File: config.mk
export PLATFORM = sky130hd
export DESIGN_NAME = set_op_sequencer
export DESIGN_NICKNAME = d
export VERILOG_FILES = /design/src/rtl/set_op_sequencer.sv
export SDC_FILE = /design/constraint.sdc
export NUM_CORES = 1
export LEC_CHECK = 0
export CAP_MARGIN = 20
export CELL_PAD_IN_SITES_DETAIL_PLACEMENT = 1
export CELL_PAD_IN_SITES_GLOBAL_PLACEMENT = 2
export CORE_UTILIZATION = 29
export CTS_CLUSTER_DIAMETER = 60
export DETAILED_ROUTE_END_ITERATION = 16
export PLACE_DENSITY = 0.86
export SETUP_SLACK_MARGIN = 0.5
export SLEW_MARGIN = 20
export SYNTH_ARGS = -nofsm -noshare
export SYNTH_HDL_FRONTEND = slang
export SYNTH_SLANG_ARGS = --single-unit
File: constraint.sdc
create_clock -name clk -period 9 [get_ports clk]
set_input_delay 1.35 -clock clk [delete_from_list [all_inputs] [get_ports clk]]
set_output_delay 1.35 -clock clk [all_outputs]
set_load 0.005 [all_outputs]
File: src/rtl/set_op_sequencer.sv
// Set-compare sequencer: SEQ/SNE/SLT/SGT/SLE/SGE over one shared CHUNK-bit subtractor, LSB-first.
// Optional macro SET_OP_UNSIGNED_EN adds SLTU (op 110) and SGTU (op 111).
module set_op_sequencer #(
    parameter int WIDTH = 32,
    parameter int CHUNK = 8
) (
    input  logic             clk,
    input  logic             rst_n,
    input  logic             in_valid,
    output logic             in_ready,
    input  logic [2:0]       op,
    input  logic [WIDTH-1:0] a,
    input  logic [WIDTH-1:0] b,
    output logic             out_valid,
    input  logic             out_ready,
    output logic [31:0]      result,
    output logic             illegal_op
);

    localparam int NCHUNK = WIDTH / CHUNK;
    localparam int CW     = (NCHUNK > 1) ? $clog2(NCHUNK) : 1;

    typedef enum logic [1:0] {IDLE, SUB, DONE} state_t;

    state_t           state;
    state_t           state_next;
    logic [2:0]       op_r;
    logic [WIDTH-1:0] a_sh;
    logic [WIDTH-1:0] nb_sh;
    logic             a_msb;
    logic             b_msb;
    logic             carry;
    logic             nz;
    logic [CW-1:0]    cnt;
    logic [31:0]      result_r;
    logic             illegal_r;

    logic [CHUNK:0]   sum;
    logic             last;
    logic             nz_f;
    logic             carry_f;
    logic             diff_msb;
    logic             s;
    logic             lt;
    logic             gt;
    logic             pred;
    logic             illegal_next;

    // Operands are shifted right each slice so the adder always sees the low chunk.
    assign sum      = {1'b0, a_sh[CHUNK-1:0]} + {1'b0, nb_sh[CHUNK-1:0]} + {{CHUNK{1'b0}}, carry};
    assign last     = (cnt == CW'(NCHUNK - 1));
    assign nz_f     = nz | (|sum[CHUNK-1:0]);
    assign carry_f  = sum[CHUNK];
    assign diff_msb = sum[CHUNK-1];

    // Mixed signs are decided by the sign bits alone; same-sign differences cannot overflow.
    assign s  = a_msb ^ b_msb;
    assign lt = s ? a_msb : diff_msb;
    assign gt = s ? b_msb : (~diff_msb & nz_f);

    always_comb begin
        pred         = 1'b0;
        illegal_next = 1'b0;
        case (op_r)
            3'b000: pred = ~nz_f;
            3'b001: pred = nz_f;
            3'b010: pred = lt;
            3'b011: pred = gt;
            3'b100: pred = ~gt;
            3'b101: pred = ~lt;
`ifdef SET_OP_UNSIGNED_EN
            3'b110: pred = ~carry_f;
            3'b111: pred = carry_f & nz_f;
`endif
            default: illegal_next = 1'b1;
        endcase
    end

    always_ff @(posedge clk) begin
        if (!rst_n) begin
            state <= IDLE;
        end else begin
            state <= state_next;
        end
    end

    always_comb begin
        state_next = state;
        in_ready   = 1'b0;
        out_valid  = 1'b0;
        case (state)
            IDLE: begin
                in_ready = 1'b1;
                if (in_valid) begin
                    state_next = SUB;
                end
            end
            SUB: begin
                if (last) begin
                    state_next = DONE;
                end
            end
            DONE: begin
                out_valid = 1'b1;
                if (out_ready) begin
                    state_next = IDLE;
                end
            end
            default: state_next = IDLE;
        endcase
    end

    // The predicate is registered on the final slice so result stays stable through backpressure.
    always_ff @(posedge clk) begin
        if (!rst_n) begin
            op_r      <= 3'b000;
            a_sh      <= '0;
            nb_sh     <= '0;
            a_msb     <= 1'b0;
            b_msb     <= 1'b0;
            carry     <= 1'b1;
            nz        <= 1'b0;
            cnt       <= '0;
            result_r  <= '0;
            illegal_r <= 1'b0;
        end else begin
            case (state)
                IDLE: begin
                    if (in_valid) begin
                        op_r  <= op;
                        a_sh  <= a;
                        nb_sh <= ~b;
                        a_msb <= a[WIDTH-1];
                        b_msb <= b[WIDTH-1];
                        carry <= 1'b1;
                        nz    <= 1'b0;
                        cnt   <= '0;
                    end
                end
                SUB: begin
                    carry <= carry_f;
                    nz    <= nz_f;
                    a_sh  <= a_sh >> CHUNK;
                    nb_sh <= nb_sh >> CHUNK;
                    if (last) begin
                        result_r  <= {31'b0, pred & ~illegal_next};
                        illegal_r <= illegal_next;
                    end else begin
                        cnt <= cnt + 1'b1;
                    end
                end
                default: ;
            endcase
        end
    end

    assign result     = result_r;
    assign illegal_op = illegal_r;

endmodule

**Word-level counts from Yosys, hierarchy flattened**

Index checks and enable logic that the tools add are counted.

- Shifts and indexed selects: 0
- Div/mod/pow operators: 0
- $lt $le $gt $ge: 0
- Reduce and logical (&&, ||, !) cells: 10
- Bitwise gates (word level): 9
- Muxes and demuxes: 21
- Multipliers: 0
- Equality and inequality tests: 12
- Add/subtract/negate cells: 3

Operators by type and width:

| cell | count |
|---|---|
| 32-bit case mux with 2 select lines | 2 |
| 32-bit two-way mux | 2 |
| 32-bit inverter | 1 |
| 2-bit two-way mux | 5 |
| 8-bit by 8-bit adder with 9-bit output | 1 |
| 9-bit by 1-bit adder with 9-bit output | 1 |
| 2-bit != test (second input constant) | 4 |
| 8-bit OR reduction | 1 |
| 1-bit two-way mux | 7 |
| 3-bit by 2-bit equality test with 1-bit output (second input constant) | 2 |
| 3-bit equality test (second input constant) | 2 |
| 1-bit case mux with 6 select lines | 1 |
| 2-bit case mux with 3 select lines | 1 |
| 2-bit AND reduction | 3 |
| 3-bit AND reduction | 2 |
| 6-bit OR reduction | 1 |
| 2-bit equality test (second input constant) | 2 |
| 1-bit inverter | 4 |
| 1-bit case mux with 2 select lines | 2 |
| 2-bit case mux with 2 select lines | 1 |
| 3-bit by 1-bit equality test with 1-bit output (second input constant) | 1 |
| 3-bit zero test | 1 |
| 2-bit by 1-bit adder with 2-bit output (second input constant) | 1 |
| 1-bit bitwise AND | 2 |
| other kinds (5) | 5 |

- Flip-flop bits (word level): 77
- Memory bits (read-only): 0
- Word-level logic and storage cells: 66
- Memories: 0
- Bits in writable memories: 0
- Input port bits: 71
- Latch bits: 0

**Longest topological paths before layout**

- Depth in word-level cells: 9
- Mapped depth: 10
- Gate-level depth less buffers: 10

**Worst setup path before layout**

OpenSTA, ideal clock, no wires.

- Path type: register to register
- Start point: reg a_sh[0]
- End point: reg result_r[0], in the netlist result[0]
- Setup time: 0.073 ns
- Arrival time: 2.788 ns
- Data required time: 8.927 ns
- Path slack: 6.139 ns
- Cell stages (with the launch flop): 11
- Path through: dfxtp_1 > fa_1 > fa_1 > a211oi_1 > o21ai_0 > and3_1 > o2111ai_1 > a211oi_1 > or4b_1 > a31o_1 > o211ai_2

- Longest elaborated chain between the ends: 9

Ends and longest elaborated chain:

| element | line | RTL |
|---|---|---|
| start, declared | 28 | `logic [WIDTH-1:0] a_sh;` |
| start signal, assigned | 143 | `a_sh <= a_sh >> CHUNK;` |
| 8-bit by 8-bit adder with 9-bit output * | 50 | `assign sum = {1'b0, a_sh[CHUNK-1:0]} + {1'b0, nb_sh[CHUNK-1:0]} + {{CHUNK{1'b0}}, carry};` |
| 9-bit by 1-bit adder with 9-bit output * | 50 |  |
| 8-bit OR reduction | 52 | `assign nz_f = nz \| (\|sum[CHUNK-1:0]);` |
| 1-bit OR | 52 |  |
| 1-bit bitwise AND | 59 | `assign gt = s ? b_msb : (~diff_msb & nz_f);` |
| 1-bit two-way mux | 59 |  |
| 1-bit inverter | 69 | `3'b100: pred = ~gt;` |
| 1-bit case mux with 6 select lines * | 64 | `case (op_r)` |
| 1-bit bitwise AND * | 146 | `result_r <= {31'b0, pred & ~illegal_next};` |
| end signal, assigned | 146 |  |
| end, declared | 35 | `logic [31:0] result_r;` |

Mark *: on every way between the ends. The rest lies on a longest branch, timed or not.
A chain may end at the register's enable or synchronous reset.

**Worst setup path in the final report**

Same ends and word-level chain as after synthesis.

==> out/summary.md <==
Dividing the detail-routed wire length by the instance count gives 14.6 um. End of the critical path: result[0]. Detailed placement ended at an HPWL of 7080 um. The mean instance size in the synthesized netlist came out at 7.71 um2. VDD sags by at most 0.0927 mV. Via count of the first global-routing pass: 3489. STA classifies the critical path startpoint as a flop. Buffers inserted during clock tree synthesis total 9. The first global-routing pass estimated 17200 um of wire. Gates resized during post-CTS repair numbered 0. Input and output buffers added on the ports amount to 74. The number of hold-slack violations in the final timing report was 0; the summed negative setup slack over all endpoints was 0 ns. Setup repair after global routing left no endpoint under its margin.

On the worst path, the slowest cell contributes a delay of 0.59 ns. The root buffer cell chosen for the clock tree is sky130_fd_sc_hd__clkbuf_16. The clock net in this run drives a total of 77 sinks. Setup violations remaining at the end of the flow were counted as 0. The initial antenna violation count came out at 0. The run gives 2 as the number of buffers between clock root and the deepest sink. The region available for standard cell placement spans 12600 um2. In this run the worst path has a maximum fanout of 4. The global route total overflow is 0. Across every metal layer, demand over resource in global routing totals 16.5%.

Entering global routing, the biggest net connects 94 pins. The via density per instance is 4.76, and the clock-pin slew of the registers on the worst-case setup and hold paths is 0.05 ns. Source of the critical timing path: a_sh[0]. The synthesized design spends more area on one cell type than any other, namely sky130_fd_sc_hd__dfxtp_1.

After clock tree synthesis, the flow added hold-fix buffers numbering 0. The required time of the critical path is 9.22 ns. The worst reg-to-reg setup slack is 5.83 ns, and the total design power is 881 uW. The detailed router's first-iteration violation count was 178. Class of the worst hold path: flop to flop. The clock arrives with 0.00479 ns of skew. For the wire length reported by the detailed router, the log shows 10400 um.

The detailed router placed 3415 vias in this run. The critical path in this run is classified as flop to flop. Walking the worst path, the cells encountered are fa_1 > a211oi_2 > o21bai_1 > a2111oi_0 > o21ai_0 > a211oi_1 > or4b_1 > a31o_1 > o211ai_2. Subtracting the final worst setup slack from the clock period gives 3.17 ns.

The run finished with clean final reports. The tools report the netlist area before placement as 3770 um2. The initial utilization of the core area, before any placement, comes to 29.9%. Once routing completed, OpenROAD measured the worst setup slack at 5.83 ns. Power density of the placed cells: 184 nW/um2. For the number of max-slew violations in the final report, the log shows 0.

The ratio of final minimum period to clock period is 35.2%, and the number of buffers inserted to repair setup after CTS is 0. By area the synthesized netlist is led by sky130_fd_sc_hd__dfxtp_1, sky130_fd_sc_hd__nand2_1, sky130_fd_sc_hd__buf_4, sky130_fd_sc_hd__nor2_1, sky130_fd_sc_hd__a21oi_1. For this run, design rule violations remaining after detail routing come to 0. The reported max-cap violation count was 0.

For the pin with the worst max-slew slack, the measured transition is 0.952 ns. The total I/O pin count was 106; the final net count was 622. The clock tree synthesis step divided the H-tree into 3 levels.

The Yosys warning count was 0; the total instance count after detailed placement was 702. For the synthesized instance count, the log shows 489. Die extent in y: 116 um. At the worst endpoint, the arrival time is 3.39 ns. The area growth from synthesis to layout is 27.3%. From left edge to right edge, the die measures 116 um. The number of synthesized register bits works out to 77. The worst hold path was traced through 2 stages. The residual antenna-violating net count after detailed routing was 0. TritonCTS built the clock tree. For the worst flop-to-flop path, the logic depth is 9. The post-route netlist has 4.21% of its cells at a drive strength greater than 1.

Before CTS, the worst setup slack after placement is 5.60 ns. The capturing element type of the critical path was a flop. The logs give 41 for the number of rows created at floorplan and 40.9% for the sequential-to-total area share from yosys stat.

At the end of routability-driven placement, the weighted congestion stood at 0.764. For the overall die area, the log shows 13500 um2. In this run the static leakage power is 0.00179 uW.

The tools report the number of antenna cells inserted as 0. The number of different library cells used by synthesis comes to 41. The detailed-router iteration count before antenna repair was 4; the top cell type's share of synthesized area was 40.9%. The non-filler instance count after layout was 718.

Terminus of the critical flop-to-flop path: result[0]. Clock latency reported for the late side of the worst-skew pair: 0.34 ns. Measured against its own limit, the worst slew margin works out to 36.5%. The maximum frequency from static timing analysis came out at 0.315 GHz. The startpoint identified for the worst register-to-register timing path is a_sh[0]. The library cell contributing the largest single delay on the critical path was sky130_fd_sc_hd__a2111oi_0.
through the flow:
step                instance area, um2  util, %  hold slack [ns]
floorplan                         3880        -            0.432
global placement                  4510     35.7            0.443
detailed placement                4510     35.7            0.448
CTS                               4790     38.0            0.456
global route                      4800     38.0            0.483
finish                            4800     38.0            0.452
cells in the final DEF, fill, tap and decap left out, types with 2 or more instances in the layout:
cell	count
sky130_fd_sc_hd__ha_1	8
sky130_fd_sc_hd__nor3_1	4
sky130_fd_sc_hd__inv_1	5
sky130_fd_sc_hd__o21ai_0	8
sky130_fd_sc_hd__a2111oi_0	2
sky130_fd_sc_hd__nor2_1	57
sky130_fd_sc_hd__nand3_1	12
sky130_fd_sc_hd__a211oi_1	2
sky130_fd_sc_hd__conb_1	31
sky130_fd_sc_hd__dfxtp_1	77
sky130_fd_sc_hd__fa_1	2
sky130_fd_sc_hd__a311oi_1	24
sky130_fd_sc_hd__o211ai_1	24
sky130_fd_sc_hd__nand2_1	116
sky130_fd_sc_hd__clkbuf_16	9
sky130_fd_sc_hd__buf_4	4
sky130_fd_sc_hd__a31oi_1	10
sky130_fd_sc_hd__a21oi_1	42
sky130_fd_sc_hd__xnor2_1	3
sky130_fd_sc_hd__clkbuf_1	5
sky130_fd_sc_hd__clkdlybuf4s50_1	74
sky130_fd_sc_hd__xor2_1	2
synth_stat cells:
cell type and n:
sky130_fd_sc_hd__xnor2_1 3, sky130_fd_sc_hd__o221ai_1 1, sky130_fd_sc_hd__nor3_1 4, sky130_fd_sc_hd__or4b_1 1, sky130_fd_sc_hd__a221oi_2 1, sky130_fd_sc_hd__and3_1 1, sky130_fd_sc_hd__nor4_1 1, sky130_fd_sc_hd__dfxtp_1 77
sky130_fd_sc_hd__a2111oi_0 2, sky130_fd_sc_hd__clkbuf_1 28, sky130_fd_sc_hd__o211ai_2 1, sky130_fd_sc_hd__o211ai_1 24, sky130_fd_sc_hd__a21oi_1 42, sky130_fd_sc_hd__or3_1 1, sky130_fd_sc_hd__buf_4 31, sky130_fd_sc_hd__o2111ai_1 1
sky130_fd_sc_hd__inv_1 6, sky130_fd_sc_hd__o21bai_1 1, sky130_fd_sc_hd__xor2_1 2, sky130_fd_sc_hd__nand2_1 116, sky130_fd_sc_hd__nand2b_1 2, sky130_fd_sc_hd__nand4_1 1, sky130_fd_sc_hd__fa_1 2, sky130_fd_sc_hd__or2_2 1
sky130_fd_sc_hd__and2_1 1, sky130_fd_sc_hd__nor2b_1 2, sky130_fd_sc_hd__mux2i_1 1, sky130_fd_sc_hd__nor2_1 57, sky130_fd_sc_hd__a211oi_2 1, sky130_fd_sc_hd__conb_1 1, sky130_fd_sc_hd__a2111o_1 1, sky130_fd_sc_hd__a31oi_1 10
sky130_fd_sc_hd__ha_1 8, sky130_fd_sc_hd__o21ai_0 8, sky130_fd_sc_hd__a211oi_1 2, sky130_fd_sc_hd__a311oi_1 24, sky130_fd_sc_hd__a31o_1 1, sky130_fd_sc_hd__a22oi_1 1, sky130_fd_sc_hd__nand3_1 12, sky130_fd_sc_hd__a211o_1 1
sky130_fd_sc_hd__buf_1 8
flip-flops by register name, summed over array words and instances, names as in the netlist:
| signal | flops |
|---|---|
| a_msb | 1 |
| a_sh | 32 |
| b_msb | 1 |
| carry | 1 |
| cnt | 2 |
| illegal_op | 1 |
| nb_sh | 32 |
| nz | 1 |
| op_r | 3 |
| result | 1 |
| state | 2 |
worst min-delay path by stage:
stage	startpoint	end	slack (ns)
6_report	b_msb	b_msb	0.45
3_3_place_gp	nb_sh[23]	nb_sh[15]	0.44
4_1_cts	nb_sh[27]	nb_sh[19]	0.46
2_1_floorplan	nb_sh[8]	nb_sh[0]	0.43
3_5_place_dp	nb_sh[27]	nb_sh[19]	0.45
5_1_grt	nb_sh[13]	nb_sh[5]	0.48
metal layers:
metal	up-vias	part of all wire [%]	global-route usage (%)
li1	1736	-	-
met2	57	48	27.8
met1	1607	47	20.9
met3	15	3.1	2.35
met5	-	0	0
met4	0	2.0	7.61
cell families (layout without fill, tap and decap cells):
kind of cell             after synthesis  in the layout  synth area share [%]
AND/OR/NAND/NOR                      200            200                  21.3
AO/OA/AOI/OAI                        122            122                  22.2
flip-flops                            77             77                  40.9
buffers and inverters                 73            100                  10.4
adder cells (fa/ha/maj)               10             10                  3.72
XOR/XNOR                               5              5                  1.16
other                                  1             31                0.0995
multiplexers                           1              1                 0.266
worst max-delay path: cells and delay by family, from the launching register on:
kind / cells / cell delay, ns
DFF: 1 / 0.33
adders and majority gates: 1 / 0.48
AOI/OAI and AO/OA: 7 / 2.03
and+or+nand+nor: 1 / 0.22
cell type report:
class / count / area, um2
timing repair buffer: 78 / 771
sequential: 77 / 1540
multi-input combinational: 369 / 1960
tap: 172 / 215
clock inverter: 1 / 30.0
fill: 1569 / 7820
inverter: 6 / 22.5
clock buffer: 15 / 258
report_power, final:
part	internal, uW	leakage [uW]	switching, uW
registers	366	0.000634	16.8
clock network	223	0.000138	133
logic	66.4	0.00102	76.4
Note: power is estimated with default switching activity, not from simulation.
